<file path="config.mk">
export PLATFORM = sky130hd
export DESIGN_NAME = fetch_unit
export DESIGN_NICKNAME = d
export VERILOG_FILES = /design/src/rtl/fetch_unit.sv
export SDC_FILE = /design/constraint.sdc
export NUM_CORES = 1
export LEC_CHECK = 0
export ABC_AREA = 1
export CAP_MARGIN = 20
export CORE_MARGIN = 1.5
export CORE_UTILIZATION = 51
export CTS_BUF_LIST = sky130_fd_sc_hd__clkbuf_16
export DETAILED_ROUTE_END_ITERATION = 12
export PLACE_DENSITY_LB_ADDON = 0.12
export SLEW_MARGIN = 40
export SYNTH_ARGS = -nofsm -noshare
export SYNTH_HDL_FRONTEND = slang
export SYNTH_SLANG_ARGS = --single-unit
</file>
<file path="constraint.sdc">
create_clock -name clk -period 6.4 [get_ports clk]
set_clock_uncertainty 0.2 [all_clocks]
set_input_delay 1.28 -clock clk [delete_from_list [all_inputs] [get_ports clk]]
set_output_delay 1.28 -clock clk [all_outputs]
set_load 0.01 [all_outputs]
</file>
<file path="src/rtl/fetch_unit.sv">
// fetch_unit: instruction-fetch stage ahead of decode.
// Owns the program counter, drives a synchronous-read instruction memory with
// the combinational next-PC, and runs the IDLE/RUN/HALTED start/halt handshake.
// Ports:
//   clk, reset (async, active-high)   clock and reset
//   Start, Stall                      run control
//   PcSrc, Jump                       redirect controls from decode
//   BranchOffset, JumpTarget          redirect operands from the datapath
//   ImemData / ImemAddr               instruction memory read data / address
//   Pc, Instr, Op                     currently presented instruction
//   InstrValid, Done                  RUN / HALTED indicators
//   CycleCount, InstrCount            saturating run statistics
module fetch_unit #(
    parameter int          PC_WIDTH    = 10,
    parameter int          INSTR_WIDTH = 9,
    parameter int unsigned START_ADDR  = 0,
    parameter int          OFF_WIDTH   = 8
) (
    input  logic                   clk,
    input  logic                   reset,
    input  logic                   Start,
    input  logic                   Stall,
    input  logic                   PcSrc,
    input  logic [1:0]             Jump,
    input  logic [OFF_WIDTH-1:0]   BranchOffset,
    input  logic [PC_WIDTH-1:0]    JumpTarget,
    input  logic [INSTR_WIDTH-1:0] ImemData,
    output logic [PC_WIDTH-1:0]    ImemAddr,
    output logic [PC_WIDTH-1:0]    Pc,
    output logic [INSTR_WIDTH-1:0] Instr,
    output logic [5:0]             Op,
    output logic                   InstrValid,
    output logic                   Done,
    output logic [15:0]            CycleCount,
    output logic [15:0]            InstrCount
);

    localparam logic [PC_WIDTH-1:0] START_PC = PC_WIDTH'(START_ADDR);

    typedef enum logic [1:0] {
        IDLE,
        RUN,
        HALTED
    } state_t;

    state_t state, state_next;

    logic [PC_WIDTH-1:0] next_pc;
    logic [PC_WIDTH-1:0] offset_ext;
    logic                clear_counts;
    logic                count_cycle;
    logic                count_instr;

    // Signed size cast sign-extends the offset to the PC width.
    assign offset_ext = PC_WIDTH'($signed(BranchOffset));

    always_comb begin
        state_next   = state;
        next_pc      = Pc;
        clear_counts = 1'b0;
        count_cycle  = 1'b0;
        count_instr  = 1'b0;
        InstrValid   = 1'b0;
        Done         = 1'b0;

        unique case (state)
            IDLE, HALTED: begin
                Done = (state == HALTED);
                if (Start) begin
                    state_next   = RUN;
                    next_pc      = START_PC;
                    clear_counts = 1'b1;
                end
            end
            RUN: begin
                InstrValid  = 1'b1;
                count_cycle = 1'b1;
                if (!Stall) begin
                    count_instr = 1'b1;
                    if (Jump[1]) begin
                        state_next = HALTED;
                    end else if (Jump == 2'b01) begin
                        next_pc = JumpTarget;
                    end else if (PcSrc) begin
                        next_pc = Pc + offset_ext;
                    end else begin
                        next_pc = Pc + 1'b1;
                    end
                end
            end
            default: state_next = IDLE;
        endcase
    end

    assign ImemAddr = next_pc;
    assign Instr    = ImemData;
    assign Op       = ImemData[INSTR_WIDTH-1 -: 6];

    always_ff @(posedge clk or posedge reset) begin
        if (reset) begin
            state <= IDLE;
        end else begin
            state <= state_next;
        end
    end

    always_ff @(posedge clk or posedge reset) begin
        if (reset) begin
            Pc         <= START_PC;
            CycleCount <= '0;
            InstrCount <= '0;
        end else begin
            Pc <= next_pc;
            if (clear_counts) begin
                CycleCount <= '0;
                InstrCount <= '0;
            end else begin
                if (count_cycle && CycleCount != '1) begin
                    CycleCount <= CycleCount + 16'd1;
                end
                if (count_instr && InstrCount != '1) begin
                    InstrCount <= InstrCount + 16'd1;
                end
            end
        end
    end

endmodule
</file>
* Word level (Yosys, flattened, before mapping) *
Index checks and enable logic that the tools add are counted.

storage, ports and cells
  register bits = 44
  input port bits = 34

operators by class
  muxes and demuxes = 20
  add/subtract/negate cells = 4
  equality and inequality tests = 8
  reductions and logical operators = 7

operators with widths
  kind                                                              count
  16-bit 2-to-1 mux                                                 4
  10-bit 2-to-1 mux                                                 5
  16-bit by 1-bit adder with 16-bit output (second input constant)  2
  16-bit inequality test (second input constant)                    2
  10-bit one-hot mux with 2 select lines                            1
  10-bit by 1-bit adder with 10-bit output (second input constant)  1
  10-bit adder                                                      1
  1-bit 2-to-1 mux                                                  6
  2-bit 2-to-1 mux                                                  3
  2-bit inequality test (second input constant)                     3
  2-bit by 1-bit == test with 1-bit output (second input constant)  2
  2-bit one-hot mux with 2 select lines                             1
  2-bit nonzero test                                                2
  3-bit AND reduction                                               1
  2-bit == test (second input constant)                             1
  1-bit logical AND                                                 2
  2-bit zero test                                                   1
  2-bit OR reduction                                                1

* Logic depth before layout (Yosys ltp) *
Gate-level depths: netlist (run 1).

  depth in word-level cells = 6
  mapped depth = 15
  mapped depth without buffers = 15

* Worst setup path before layout (run 1) *
Ideal clock, no wire load.

  path kind = input to output
  from = input port PcSrc
  to = output port ImemAddr[8]
  slack = 2.190 ns
  arrival = 2.730 ns
  cell stages on the path = 14
  buffers on the path = 1
  cells stage by stage = clkbuf_1 nand2_1 ha_1 inv_1 fa_1 inv_1 nand3_1 nand2_1 nand2_1 nand3b_1 nand3_1 nand2_1 nand2_1 nand2_1

on the way
  word-level cells in the longest chain between the ends = 5

ends and longest elaborated chain
  item                                    RTL line  text
  start: declaration                      23        input logic PcSrc,
  10-bit 2-to-1 mux                       84        end else if (PcSrc) begin
  10-bit 2-to-1 mux                       82        end else if (Jump == 2'b01) begin
  10-bit 2-to-1 mux                       80        if (Jump[1]) begin
  10-bit 2-to-1 mux                       78        if (!Stall) begin
  10-bit one-hot mux with 2 select lines  66        unique case (state)
  end: declaration                        28        output logic [PC_WIDTH-1:0] ImemAddr,

No other way between the ends.

* Worst setup path in the final report (run 1) *
Ends and elaborated chain as after synthesis.

==> results of run 1 <==
metal layers:
metal | up-vias | share of wire (%)
met2 | 113 | 48
met4 | 0 | 2.1
met1 | 1503 | 44
li1 | 1622 | -
met5 | - | 0
met3 | 21 | 5.9
per-stage QoR:
stage / setup WS (ps) / cell area (um2)
after floorplan: 2190 / 3320
after global placement: 1100 / 4040
after detailed placement: 1070 / 4040
after CTS: 1060 / 4200
after global routing: 805 / 4200
final: 1050 / 4200
where the power goes:
part	internal (mW)	total, mW	switching (mW)
Combinational	0.258	0.616	0.358
Clock	0.183	0.290	0.106
Sequential	0.328	0.389	0.0613
Total	0.769	1.29	0.526
worst paths after layout:
check	cells past startpoint	start	end
max reg2reg	7	state[0]$_DFFE_PP0P_	CycleCount[11]$_DFFE_PP0P_
min	1	InstrCount[0]$_DFFE_PP0P_	InstrCount[0]$_DFFE_PP0P_
max in group asynchronous	3	reset	CycleCount[13]$_DFFE_PP0P_
max	15	PcSrc	ImemAddr[8]
min reg2reg	1	InstrCount[0]$_DFFE_PP0P_	InstrCount[0]$_DFFE_PP0P_
min in group asynchronous	3	reset	CycleCount[1]$_DFFE_PP0P_
worst max-delay path: stages:
cell	delay, ps
clkdlybuf4s50_1	560
nand2_1	130
ha_1	200
inv_1	70
fa_1	380
inv_1	100
nand3_1	70
nand2_1	110
nand2_1	80
nand3b_1	90
nand3_1	80
nand2_1	70
nand2_1	40
nand2_1	70
clkdlybuf4s50_1	540
layout by cell type, fill, tap and decap left out, types with 12 or more instances in the layout:
master and n:
a21oi_1 14, clkdlybuf4s50_1 78, dfrtp_1 44, inv_1 56, nand2_1 125, nand3_1 35
nand4_1 12, nor2_1 52, o21ai_0 18, xor2_1 12
final cells by class:
| type | count | area [um2] | area share [%] |
|---|---|---|---|
| Inverter | 62 | 233 | 5.54 |
| Multi-Input combinational cell | 338 | 1800 | 42.9 |
| Timing Repair Buffer | 81 | 803 | 19.1 |
| Sequential cell | 44 | 1100 | 26.2 |
| Clock buffer | 5 | 125 | 2.98 |
| Clock inverter | 3 | 42.5 | 1.01 |
| Tap cell | 77 | 96.3 | 2.29 |
sequential cells by signal, indices dropped and copies added (netlist names):
signal      count
CycleCount     16
InstrCount     16
Pc             10
state           2
logic make-up after synthesis:
logic type | count (synthesis) | share of synthesized area [%]
buffers and inverters | 86 | 12.4
xor gates and xnor gates | 16 | 4.22
AOI/OAI and AO/OA | 55 | 10.4
DFF | 44 | 33.2
adders and majority gates | 12 | 4.75
and+or+nand+nor | 255 | 35.0
==> summary.md, run 1 <==
| Metric | Value |
|---|---|
| Outcome | `complete, no violations` |
| DRT Pass-1 Iters | `5` |
| Post-Route Setup TNS | `0 ps` |
| Max VDD drop | `189 uV` |
| Largest cells by area after synthesis | `dfrtp_1 (33%), nand2_1 (14%), inv_1 (6.5%)` |
| Critical path arrival | `3870 ps` |
| Root Driver | `clkbuf_16` |
| RSZ-0062 raised after global routing | `no` |
| Hold buffers post-CTS | `0` |
| Share of layout cells above drive strength 1 | `7.50%` |
| Final slew viol count | `0` |
| Post-Syn Area | `3320 um2` |
| Fillers | `587` |
| Worst EP required | `4920 ps` |
| Largest net degree at the start of global routing | `45` |
| Die footprint | `7000 um2` |
| CTS tree | `built` |
| Synth Warn # | `0` |
| Tot GR Track Use | `25.6%` |
| Die Wd | `83.6 um` |
| Non-filler cells, final | `610` |
| Initial core utilization | `52.5%` |
| Post-synth top cells | `nand2_1 (125), inv_1 (57), nor2_1 (52), dfrtp_1 (44), nand3_1 (35)` |
| Total CTS buffers | `5` |
| Final global-route overflow total | `0` |
| Worst-path clk slew | `60 ps` |
| Global-route wire length before repair | `14.8 mm` |
| Worst Hold Slack | `361 ps` |
| Power per Cell Area | `308 nW/um2` |
| Die Y | `83.6 um` |
| Avg WL per Cell | `14.2 um` |
| Syn Area/Cell | `7.09 um2` |
| # diodes | `0` |
| Initial antenna violation count | `0` |
| Busiest grt layer | `met2` |
| Total setup buffers inserted after CTS | `0` |
| CP Capture Type | `primary output` |
| Detailed placement HPWL | `6.53 mm` |
| Max Clock Freq | `187 MHz` |
| Least-Margin Pin Slew | `811 ps` |
| H-tree lvl count | `2` |
| Distinct cells, synth | `37` |
| Final WL | `8.68 mm` |
| Clk sinks | `44` |
| Final Hold Viols | `0` |
| Slew headroom | `45.9%` |
| Placed cells | `602` |
| Vias in the first global route | `3104` |
| Met1 GRT Util | `34.9%` |
| Period minus WS final | `5350 ps` |
| Row count | `29` |
| Via-per-instance ratio | `5.34` |
| Flops & latches, synth | `44` |
| Sequential share of the synthesized area | `33.2%` |
| Buffers on Ports | `78` |
| DRC | `0` |
| Main synth FF type | `dfrtp_1` |
| Final Util | `66.6%` |
| Post_cts resized | `0` |
| Post-synth EDFFs | `0` |
| Post-synth top area share | `33.2%` |
| Tcrit/Tclk final | `83.7%` |
| Clock buffer depth | `2` |
| Clock Latency Late Sink | `280 ps` |
| Layout Nets | `578` |
| Startpoint types | `input port` |
| Met2 Use GR | `41.3%` |
| Hold WC Path Type | `flip-flop to flip-flop` |
| Post-synthesis net count | `514` |
| CP Max Fanout | `8` |
| M3 GR Usage | `4.06%` |
| Area Overhead vs Synth | `26.7%` |
| Antenna Nets Post-Route | `0` |
| GP Congestion | `1.00` |
| Leakage Power | `2.01 nW` |
| Gate Count Post-Synth | `468` |
| Boundary pin count | `103` |
| Crit path kind | `input port to primary output` |
| Total power | `1.29 mW` |
| Count leader, synth | `nand2_1` |
| # setup viols final | `0` |
| Max-cap violations | `0` |
| Initial DRC count | `234` |
| Via Count | `3259` |
| Synth async-reset ratio | `100%` |
| Core area | `6310 um2` |
| Flop2flop setup slack | `4200 ps` |
| Largest area contributor in the netlist | `dfrtp_1` |
No activity file was read; power rests on OpenSTA's default activity.
==> inputs of run 2 (changes only) <==
Settings changed: CORE_UTILIZATION 51 to 43.
Clock period 6.4 ns to 4.9 ns, I/O delays scaled along.
==> summary.md, run 2 (synthesis gave the netlist of run 1 again) <==
| Metric | Value |
|---|---|
| Outcome | `complete, no violations (unchanged)` |
| Antenna Nets Post-Route | `0 (unchanged)` |
| Final WL | `8.60 mm (was 8.68 mm)` |
| Worst Hold Slack | `361 ps (about the same)` |
| Clk sinks | `44 (unchanged)` |
| # setup viols final | `0 (unchanged)` |
| Max VDD drop | `280 uV (was 189 uV)` |
| Boundary pin count | `103 (unchanged)` |
| Final worst setup slack | `274 ps (was 1050 ps)` |
| Leading registers by flop count | `CycleCount x16, InstrCount x16, Pc x10 (unchanged)` |
| CP Max Fanout | `3 (was 8)` |
| Crit path kind | `input port to primary output (unchanged)` |
| # diodes | `0 (unchanged)` |
| Initial core utilization | `45.0% (was 52.5%)` |
| RSZ-0062 raised after global routing | `no (unchanged)` |
| Final global-route overflow total | `0 (unchanged)` |
| Global-route wire length before repair | `14.5 mm (was 14.8 mm)` |
| Max Clock Freq | `216 MHz` |
| Crit path cell chain | `clkdlybuf4s50_1 > inv_1 > nand2_1 > ha_1 > inv_1 > fa_1 > inv_1 > nand3_1 > nand2_1 > nand2_1 > nand3b_1 > nand3_1 > nand2_1 > nand2_1 > nand2_1 > clkdlybuf4s50_1 (was clkdlybuf4s50_1 > nand2_1 > ha_1 > inv_1 > fa_1 > inv_1 > nand3_1 > nand2_1 > nand2_1 > nand3b_1 > nand3_1 > nand2_1 > nand2_1 > nand2_1 > clkdlybuf4s50_1)` |
| Cell mode on critical path | `nand2_1 (unchanged)` |
| DRC | `0 (unchanged)` |
| Flop2flop setup slack | `2730 ps (was 4200 ps)` |
| Total setup buffers inserted after CTS | `0 (unchanged)` |
| Row count | `31 (was 29)` |
| Area taken by flip-flops and latches | `1100 um2 (unchanged)` |
| Worst Reg-to-Reg Cells | `7 (unchanged)` |
| Period minus WS final | `4630 ps` |
| Die footprint | `8250 um2 (was 7000 um2)` |
| Hold path start | `InstrCount[0]$_DFFE_PP0P_ (unchanged)` |
| Initial DRC count | `251 (was 234)` |
| Slew headroom | `44.8% (was 45.9%)` |
| Core area | `7370 um2 (was 6310 um2)` |
| Power per Cell Area | `401 nW/um2 (was 308 nW/um2)` |
| Dpl ws | `147 ps (was 1070 ps)` |
| Multi-input gate area | `1800 um2 (unchanged)` |
| Post-Route Setup TNS | `0 ps (unchanged)` |
| Worst EP required | `3720 ps (was 4920 ps)` |
| Initial antenna violation count | `0 (unchanged)` |
| Largest net degree at the start of global routing | `45 (unchanged)` |
| Commonest non-fill, non-tap cell in the layout | `nand2_1 (unchanged)` |
| CTS tree | `built (unchanged)` |
| Layout Nets | `578 (unchanged)` |
| Critical path arrival | `3450 ps (was 3870 ps)` |
| Die Y | `90.8 um (was 83.6 um)` |
| Reg-to-reg critical path endpoint | `CycleCount[11]$_DFFE_PP0P_ (unchanged)` |
| Hold Path Depth | `1 (unchanged)` |
| Clock buffer depth | `2 (unchanged)` |
| Via-per-instance ratio | `5.10 (was 5.34)` |
| Final Util | `57.5% (was 66.6%)` |
| Area Overhead vs Synth | `27.7% (was 26.7%)` |
| Max-cap violations | `0 (unchanged)` |
| Fillers | `703 (was 587)` |
| Tcrit/Tclk final | `94.4%` |
| Total power | `1.70 mW (was 1.29 mW)` |
| Tot GR Track Use | `21.5% (was 25.6%)` |
| Slowest stage cell, crit path | `clkdlybuf4s50_1 (unchanged)` |
| Final slew viol count | `0 (unchanged)` |
| Most frequent cells in the layout | `nand2_1 (125), clkdlybuf4s50_1 (77), inv_1 (56), nor2_1 (52), dfrtp_1 (44) (was nand2_1 (125), clkdlybuf4s50_1 (78), inv_1 (56), nor2_1 (52), dfrtp_1 (44))` |
| Worst-path clk slew | `70 ps (was 60 ps)` |
| Hold EP | `InstrCount[0]$_DFFE_PP0P_ (unchanged)` |
| Final Hold Viols | `0 (unchanged)` |
| Die Wd | `90.8 um (was 83.6 um)` |
| RR Startpoint | `state[0]$_DFFE_PP0P_ (unchanged)` |
| CP Capture Type | `primary output (unchanged)` |
| Share of layout cells above drive strength 1 | `7.69% (was 7.50%)` |
| GP Congestion | `0.943 (was 1.00)` |
| Least-Margin Pin Slew | `828 ps (was 811 ps)` |
| Max stage delay on crit path | `530 ps (was 560 ps)` |
| Root Driver | `clkbuf_16 (unchanged)` |
| Avg WL per Cell | `13.6 um (was 14.2 um)` |
| H-tree lvl count | `2 (unchanged)` |
| Hold WC Path Type | `flip-flop to flip-flop (unchanged)` |
| Detailed placement HPWL | `6.41 mm (was 6.53 mm)` |
| Leakage Power | `2.02 nW (was 2.01 nW)` |
| Clock Latency Late Sink | `290 ps (was 280 ps)` |
| Buffers on Ports | `78 (unchanged)` |
| Total CTS buffers | `5 (unchanged)` |
| Via Count | `3225 (was 3259)` |
| Startpoint types | `input port (unchanged)` |
| DRT Pass-1 Iters | `5 (unchanged)` |
| Vias in the first global route | `3061 (was 3104)` |
-- run 2: changes by cell type in the layout (fill, tap and decap cells not counted) --
cell	previous run	this run
clkinv_1	2	1
inv_4	0	1
clkdlybuf4s50_1	78	77
dlymetal6s2s_1	0	1
-- run 2: cell type report --
class                   instances  area share, %
multi-input cells             338           42.6
inverters                      62           5.55
clock inverters                 3           1.00
repair buffers                 81           19.0
flip-flops and latches         44           26.0
clock buffers                   5           2.95
well taps                      99           2.92
-- run 2: power breakdown --
part           switching, mW  internal, mW
Sequential            0.0808         0.428
Clock                  0.146         0.240
Combinational          0.463         0.341
-- run 2: worst max-delay path by stage --
stage                          from           to  slack [ps]
global placement              PcSrc  ImemAddr[8]         160
finish              BranchOffset[0]  ImemAddr[8]         270
floorplan                     PcSrc  ImemAddr[8]        1290
CTS                           PcSrc  ImemAddr[8]         140
detailed placement            PcSrc  ImemAddr[8]         150
global route        BranchOffset[0]  ImemAddr[8]          20
-- run 2: metrics by stage --
stage               instance area, um2  cells
floorplan                         3320    468
global placement                  4060    624
detailed placement                4070    624
finish                            4240    632
global route                      4240    632
CTS                               4230    632
-- run 2: critical path, delay by kind of cell --
| kind | cells | cell delay (ps) |
|---|---|---|
| fa+ha+maj | 2 | 580 |
| buf+inv | 5 | 1220 |
| simple gates | 9 | 680 |
-- run 2: what timing repair did --
item / in CTS / in global routing
gates resized for setup: 0 / 1
endpoints found under the setup margin: 0 / 4
hold buffers: 0 / 0
-- run 2: metal layers --
layer  part of all wire [%]  track usage, %  routed length (um)
met1                     48            29.2                4100
met5                      0               0                   0
met2                     45            34.8                3910
met4                    1.7            7.16                 145
met3                    5.2            3.28                 445
